$ cat src/rtl/pipeline_hazard_ctrl.sv
// Stall/flush sequencer for the 5-stage core: load-use, redirects, mult/div
// occupancy and data-memory wait states, with a sticky memory-timeout flag.
module pipeline_hazard_ctrl #(
  parameter int MULDIV_CYCLES = 4,
  parameter int MEM_TIMEOUT   = 1024
) (
  input  logic       clock,
  input  logic       reset,
  input  logic [4:0] ID_RS,
  input  logic [4:0] ID_RT,
  input  logic       ID_UsesRS,
  input  logic       ID_UsesRT,
  input  logic       ID_MulDiv,
  input  logic       EX_MEM_RDEN,
  input  logic [4:0] EX_RT,
  input  logic [1:0] EX_PCSrc,
  input  logic       MEM_Req,
  input  logic       MEM_Ready,
  output logic       PC_Write,
  output logic       IF_ID_Write,
  output logic       IF_ID_Flush,
  output logic       ID_EX_Flush,
  output logic       Pipe_Hold,
  output logic       MulDiv_Busy,
  output logic       MemFault
);

  typedef enum logic [1:0] {RUN = 2'd0, MULDIV = 2'd1, MEMWAIT = 2'd2} state_t;

  localparam logic [4:0]  MD_LOAD = 5'(MULDIV_CYCLES - 1);
  localparam logic [15:0] TIMEOUT = 16'(MEM_TIMEOUT);

  state_t      state_q, state_d;
  logic [4:0]  cnt_q, cnt_d;
  logic [15:0] wait_q, wait_d;
  logic        fault_q, fault_d;

  logic lu, ms, run_eval;
  logic pc_w, ifid_w, ifid_fl, idex_fl, hold, busy;

  assign lu = EX_MEM_RDEN && (EX_RT != 5'd0) &&
              ((ID_UsesRS && (ID_RS == EX_RT)) || (ID_UsesRT && (ID_RT == EX_RT)));
  assign ms = MEM_Req && !MEM_Ready;

  always_comb begin
    pc_w     = 1'b1;
    ifid_w   = 1'b1;
    ifid_fl  = 1'b0;
    idex_fl  = 1'b0;
    hold     = 1'b0;
    busy     = 1'b0;
    run_eval = 1'b0;
    state_d  = state_q;
    cnt_d    = cnt_q;
    wait_d   = wait_q;

    case (state_q)
      RUN: begin
        if (ms) begin
          pc_w    = 1'b0;
          ifid_w  = 1'b0;
          hold    = 1'b1;
          wait_d  = 16'd1;
          state_d = MEMWAIT;
        end else begin
          run_eval = 1'b1;
        end
      end
      MEMWAIT: begin
        if (!MEM_Ready) begin
          pc_w   = 1'b0;
          ifid_w = 1'b0;
          hold   = 1'b1;
          if (wait_q != 16'hFFFF) wait_d = wait_q + 16'd1;
        end else begin
          state_d  = RUN;
          run_eval = 1'b1;
        end
      end
      MULDIV: begin
        busy   = 1'b1;
        pc_w   = 1'b0;
        ifid_w = 1'b0;
        // A memory stall freezes the whole pipe, so the bubble count must not advance.
        if (ms) begin
          hold = 1'b1;
        end else begin
          idex_fl = 1'b1;
          if (cnt_q == 5'd0) state_d = RUN;
          else               cnt_d   = cnt_q - 5'd1;
        end
      end
      default: state_d = RUN;
    endcase

    if (run_eval) begin
      if (EX_PCSrc != 2'b00) begin
        ifid_fl = 1'b1;
        idex_fl = 1'b1;
      end else if (lu) begin
        pc_w    = 1'b0;
        ifid_w  = 1'b0;
        idex_fl = 1'b1;
      end else if (ID_MulDiv) begin
        cnt_d   = MD_LOAD;
        state_d = MULDIV;
      end
    end

    fault_d = fault_q | (wait_d >= TIMEOUT);
  end

  always_ff @(posedge clock or posedge reset) begin
    if (reset) begin
      state_q <= RUN;
      cnt_q   <= 5'd0;
      wait_q  <= 16'd0;
      fault_q <= 1'b0;
    end else begin
      state_q <= state_d;
      cnt_q   <= cnt_d;
      wait_q  <= wait_d;
      fault_q <= fault_d;
    end
  end

  assign PC_Write    = pc_w    & ~reset;
  assign IF_ID_Write = ifid_w  & ~reset;
  assign IF_ID_Flush = ifid_fl & ~reset;
  assign ID_EX_Flush = idex_fl & ~reset;
  assign Pipe_Hold   = hold    & ~reset;
  assign MulDiv_Busy = busy    & ~reset;
  assign MemFault    = fault_q & ~reset;

endmodule

$ cat config.mk
export PLATFORM = sky130hd
export DESIGN_NAME = pipeline_hazard_ctrl
export DESIGN_NICKNAME = d
export VERILOG_FILES = /design/src/rtl/pipeline_hazard_ctrl.sv
export SDC_FILE = /design/constraint.sdc
export NUM_CORES = 1
export LEC_CHECK = 0
export BUFFER_PORTS_ARGS = -buffer_cell sky130_fd_sc_hd__clkbuf_2
export CORE_UTILIZATION = 45
export CTS_CLUSTER_SIZE = 8
export DETAILED_ROUTE_END_ITERATION = 10
export PLACE_DENSITY = 0.66
export SKIP_CTS_REPAIR_TIMING = 1
export SKIP_LAST_GASP = 1
export SYNTH_ARGS = -nofsm -noshare
export SYNTH_HDL_FRONTEND = slang
export SYNTH_SLANG_ARGS = --single-unit
export TNS_END_PERCENT = 20
$ cat constraint.sdc
create_clock -name clock -period 4.65 [get_ports clock]
set_input_delay 0.93 -clock clock [delete_from_list [all_inputs] [get_ports clock]]
set_output_delay 0.93 -clock clock [all_outputs]
set_load 0.02 [all_outputs]
Word level (Yosys, flattened, before mapping)
Index checks and enable logic that the tools add are counted.
Storage, ports and cells
  bits in registers: 24
  bits of input ports: 25
  output and inout bits: 7
  word-level logic and storage cells: 69
Operators by class
  add/subtract/negate cells: 2
  $lt $le $gt $ge: 1
  equality and inequality tests: 5
  muxes and demuxes: 37
  bitwise gates (word level): 8
  reductions and logical operators: 12
Operator list (count)
  16-bit 2-to-1 mux: 3
  5-bit 2-to-1 mux: 7
  16-bit one-hot mux with 2 select lines: 1
  16-bit by 1-bit adder with 16-bit output, second input constant: 1
  16-bit by 11-bit greater-or-equal comparator with 1-bit output, second input constant: 1
  2-bit 2-to-1 mux: 8
  16-bit != test, second input constant: 1
  1-bit 2-to-1 mux: 14
  5-bit equality test: 2
  1-bit AND: 6
  2-bit one-hot mux with 3 select lines: 1
  1-bit logical AND: 5
  5-bit logical NOT: 1
  5-bit nonzero test: 1
  5-bit by 1-bit subtractor with 5-bit output, second input constant: 1
  1-bit one-hot mux with 2 select lines: 2
  1-bit one-hot mux with 3 select lines: 1
  2-bit by 1-bit equality test with 1-bit output, second input constant: 1
  2-bit equality test, second input constant: 1
  2-bit logical NOT: 1
  2-bit nonzero test: 1
  2-bit OR reduction: 1
  1-bit logical NOT: 1
  1-bit logical OR: 1
  other kinds (2): 2

Depth between registers and ports, before layout
  depth in word-level cells: 8
  gate-level depth with buffers: 7
  gate-level depth less buffers: 7

Worst setup path before layout
Ideal clock, no wire load.
  path type: input -> output
  start point: input EX_RT[1]
  end point: output PC_Write
  arrival time: 2473 ps
  data required time: 3720 ps
  setup slack: 1247 ps
  stages: 5
  buffers on the path: 1
  cell sequence: or4_1 > o21ai_0 > o41ai_1 > a21oi_1 > buf_4
Between the ends
  longest elaborated chain between the ends: 8
  elaborated cells on any way between the ends: 12
  those cells by class: 2 x eq/ne; 3 x mux; 1 x bitwise; 6 x reduce/logical
Ends and longest elaborated chain
  from (decl): line 15  | input logic [4:0] EX_RT,
  5-bit equality test: line 42  | ((ID_UsesRS && (ID_RS == EX_RT)) || (ID_UsesRT && (ID_RT == EX_RT)));
  1-bit logical AND: line 42
  1-bit logical OR: line 42
  1-bit logical AND (*): line 41  | assign lu = EX_MEM_RDEN && (EX_RT != 5'd0) &&
  1-bit 2-to-1 mux (*) (3 in a row)
  1-bit AND (*)
  to (decl): line 19  | output logic PC_Write,
Every way passes the cells marked *; elsewhere a longest branch is shown, timed or not.

Worst setup path after layout
  start point: input EX_RT[1]
  end point: output ID_EX_Flush
Between the ends
  longest elaborated chain between the ends: 8
  elaborated cells on any way between the ends: 12
  those cells by class: 2 x eq/ne; 3 x mux; 1 x bitwise; 6 x reduce/logical
Ends and longest elaborated chain
  5-bit equality test: line 42
  1-bit logical AND: line 42
  1-bit logical OR: line 42
  1-bit logical AND (*): line 41
  1-bit 2-to-1 mux (*): line 100  | end else if (lu) begin
  1-bit 2-to-1 mux (*): line 97  | if (EX_PCSrc != 2'b00) begin
  1-bit 2-to-1 mux (*): line 96  | if (run_eval) begin
  1-bit AND (*): line 130  | assign ID_EX_Flush = idex_fl & ~reset;
  to (decl): line 22  | output logic ID_EX_Flush,
Marks and branches as above.

==> impl_metrics.json <==
{
  "antenna_found_initial": 0,
  "vias": 1644,
  "layout-area-overhead-vs-synth_pct": 12.6,
  "first_pass_iters": 4,
  "grt_pass1_vias": 1462,
  "postRouteWirelength_um": 4210,
  "fin_crit_sh": 0.738,
  "ys.flop_type": "dfrtp_1",
  "final_max_slew_viol_count": 0,
  "worst_slew_pin_slew_ns": 0.808,
  "final_layout_size_suffix_gt1_frac": 0.226,
  "dieWidth_um": 65.6,
  "fin_crit_ns": 3.43,
  "netlist_instances": 200,
  "syn_nets": 228,
  "critical_path.max_fanout": 4,
  "crit_type": "in2out",
  "fin_skew_ns": 0.0111,
  "endpoint": "ID_EX_Flush",
  "drtIter0Drc": 82,
  "place_area_um2": 2000,
  "synth_edf_count": 0,
  "cp-startpoint": "EX_RT[1]",
  "rows": 22,
  "slowest_delay_ns": 0.52,
  "fmax_mhz": 291,
  "yosysSeqAreaShare": 0.330,
  "grt_overflow": 0,
  "utilization": 0.544,
  "setup_tns_ns": 0,
  "port_buffers": 31,
  "r2r-start": "state_q[0]",
  "outcome": "finished clean",
  "drv_cap": 0,
  "cts_sinks": 24,
  "min_path_type": "reg2reg",
  "n_antenna_cell": 0,
  "gp_congestion": 0.803,
  "dp.cells": 270,
  "relSlewSlack": 0.460,
  "die_area_um2": 4310,
  "antenna_left": 0,
  "start_util": 0.483,
  "core-area_um2": 3770,
  "pwr_density_cell_nw_per_um2": 318,
  "setup_ws_ns": 1.22,
  "p_leak_nw": 0.879,
  "cts_buffer_depth": 2,
  "rsz0062_at_grt": "no",
  "pre_cts_ws_ns": 1.25,
  "synth_area_per_cell_um2": 9.11,
  "numCtsBuffers": 3,
  "synth_area_um2": 1820,
  "yosysUniqueCellTypes": 62,
  "die_h_um": 65.6,
  "start_kind": "input port",
  "crit_chain": "clkbuf_2, or4_1, o21ai_0, o21ai_0, a31o_2, clkbuf_2",
  "drcViolationCount": 0,
  "reg2reg_depth": 5,
  "cp.arrival_ns": 2.50,
  "ir_drop_v": 0.000179,
  "cts_root_buffer": "clkbuf_8",
  "grt_pass1_wl_um": 6830,
  "wire_per_inst_um": 15.3,
  "via_per_inst": 6.00,
  "setup_violations": 0,
  "ios": 32,
  "fin_nets": 255,
  "fin_cells": 274,
  "clk_pin_slew_ns": 0.08,
  "grt_max_degree": 25,
  "hold_viol": 0,
  "synth-seq-cells": 24,
  "critPathSlowestCell": "or4_1",
  "ff2ff_setup_slack_ns": 2.38,
  "grt_use_total": 0.207,
  "r2r-end": "fault_q",
  "cts_tree": "done",
  "synthArstFlopShare": 1.00,
  "final_area_um2": 2050,
  "crit_path_end_kind": "output pin",
  "dpl.hpwl_um": 3150,
  "clock_latency_ns": 0.28,
  "yosys_warnings": 0,
  "htreeDepth": 1,
  "worstPathRequired_ns": 3.72
}
[flip-flops by register name, indices dropped and copies added, names as in the netlist]
register / count
cnt_q: 5
fault_q: 1
state_q: 2
wait_q: 16
[kinds of logic (layout without fill, tap and decap cells)]
family,count (synthesis),count (layout),synth area share
buf+inv,19,45,0.0453
flops,24,24,0.330
simple gates,84,84,0.306
mux,4,4,0.0220
xor+xnor,12,12,0.0577
compound gates,54,54,0.219
fa+ha+maj,3,3,0.0206
[worst max-delay path, delay by kind of cell]
family	cells	cell delay [ns]
AO/OA/AOI/OAI	3	0.79
AND/OR/NAND/NOR	1	0.52
buffers and inverters	2	0.26
[layout by cell type, fill, tap and decap left out, types with 3 or more instances in the layout]
master and count:
or4_1 3, o21ai_0 10, nand2_1 9, clkbuf_2 31, nor2_1 15, nand2b_1 6
a22o_1 4, clkbuf_8 4, dfrtp_1 24, inv_1 9, nor3_1 10, a31oi_1 5
nor4_4 3, a21oi_1 9, nand3_1 3, ha_1 3, xnor2_1 4, mux2i_1 4
xor2_1 8, nor2b_1 4, nor4_1 8
[through the flow]
step	hold WS, ns	total power [mW]
5_1_grt	0.603	0.693
4_1_cts	0.565	0.657
3_5_place_dp	0.547	0.508
3_3_place_gp	0.548	0.504
6_report	0.568	0.652
2_1_floorplan	0.505	0.448
[worst min-delay path by stage]
stage,start,to,cells after the start
finish,cnt_q[4],cnt_q[4],2
global route,wait_q[8],wait_q[8],1
CTS,cnt_q[4],cnt_q[4],2
detailed placement,cnt_q[4],cnt_q[4],2
global placement,cnt_q[4],cnt_q[4],2
floorplan,fault_q,fault_q,2
[layer usage]
metal / up-vias / routed length (um) / GRT usage
met5: - / 0 / 0
met4: 0 / 46 / 0.0571
met3: 5 / 147 / 0.0260
met2: 38 / 1930 / 0.330
met1: 781 / 2080 / 0.290
li1: 820 / - / -
[power by group]
part / total (mW) / switching [mW] / internal, mW
registers: 0.287 / 0.0478 / 0.239
clock network: 0.147 / 0.0710 / 0.0758
logic: 0.218 / 0.126 / 0.0925
[layout make-up]
class | instances | area [um2]
inverters | 9 | 33.8
multi-input cells | 157 | 1140
fillers | 341 | 1720
well taps | 48 | 60.1
clock buffers | 4 | 55.1
repair buffers | 32 | 163
flip-flops and latches | 24 | 601
[cells in the mapped netlist (4+ instances only)]
library cell	count	area (um2)
dfrtp_1	24	601
nor2_1	15	56.3
nor3_1	10	50.1
o21ai_0	10	50.1
a21oi_1	9	45.0
inv_1	9	33.8
nand2_1	9	33.8
nor4_1	8	50.1
xor2_1	8	70.1
nand2b_1	6	37.5
a31oi_1	5	31.3
a22o_1	4	35.0
buf_2	4	20.0
mux2i_1	4	40.0
nor2b_1	4	25.0
xnor2_1	4	35.0
Note: power is estimated with default switching activity, not from simulation.
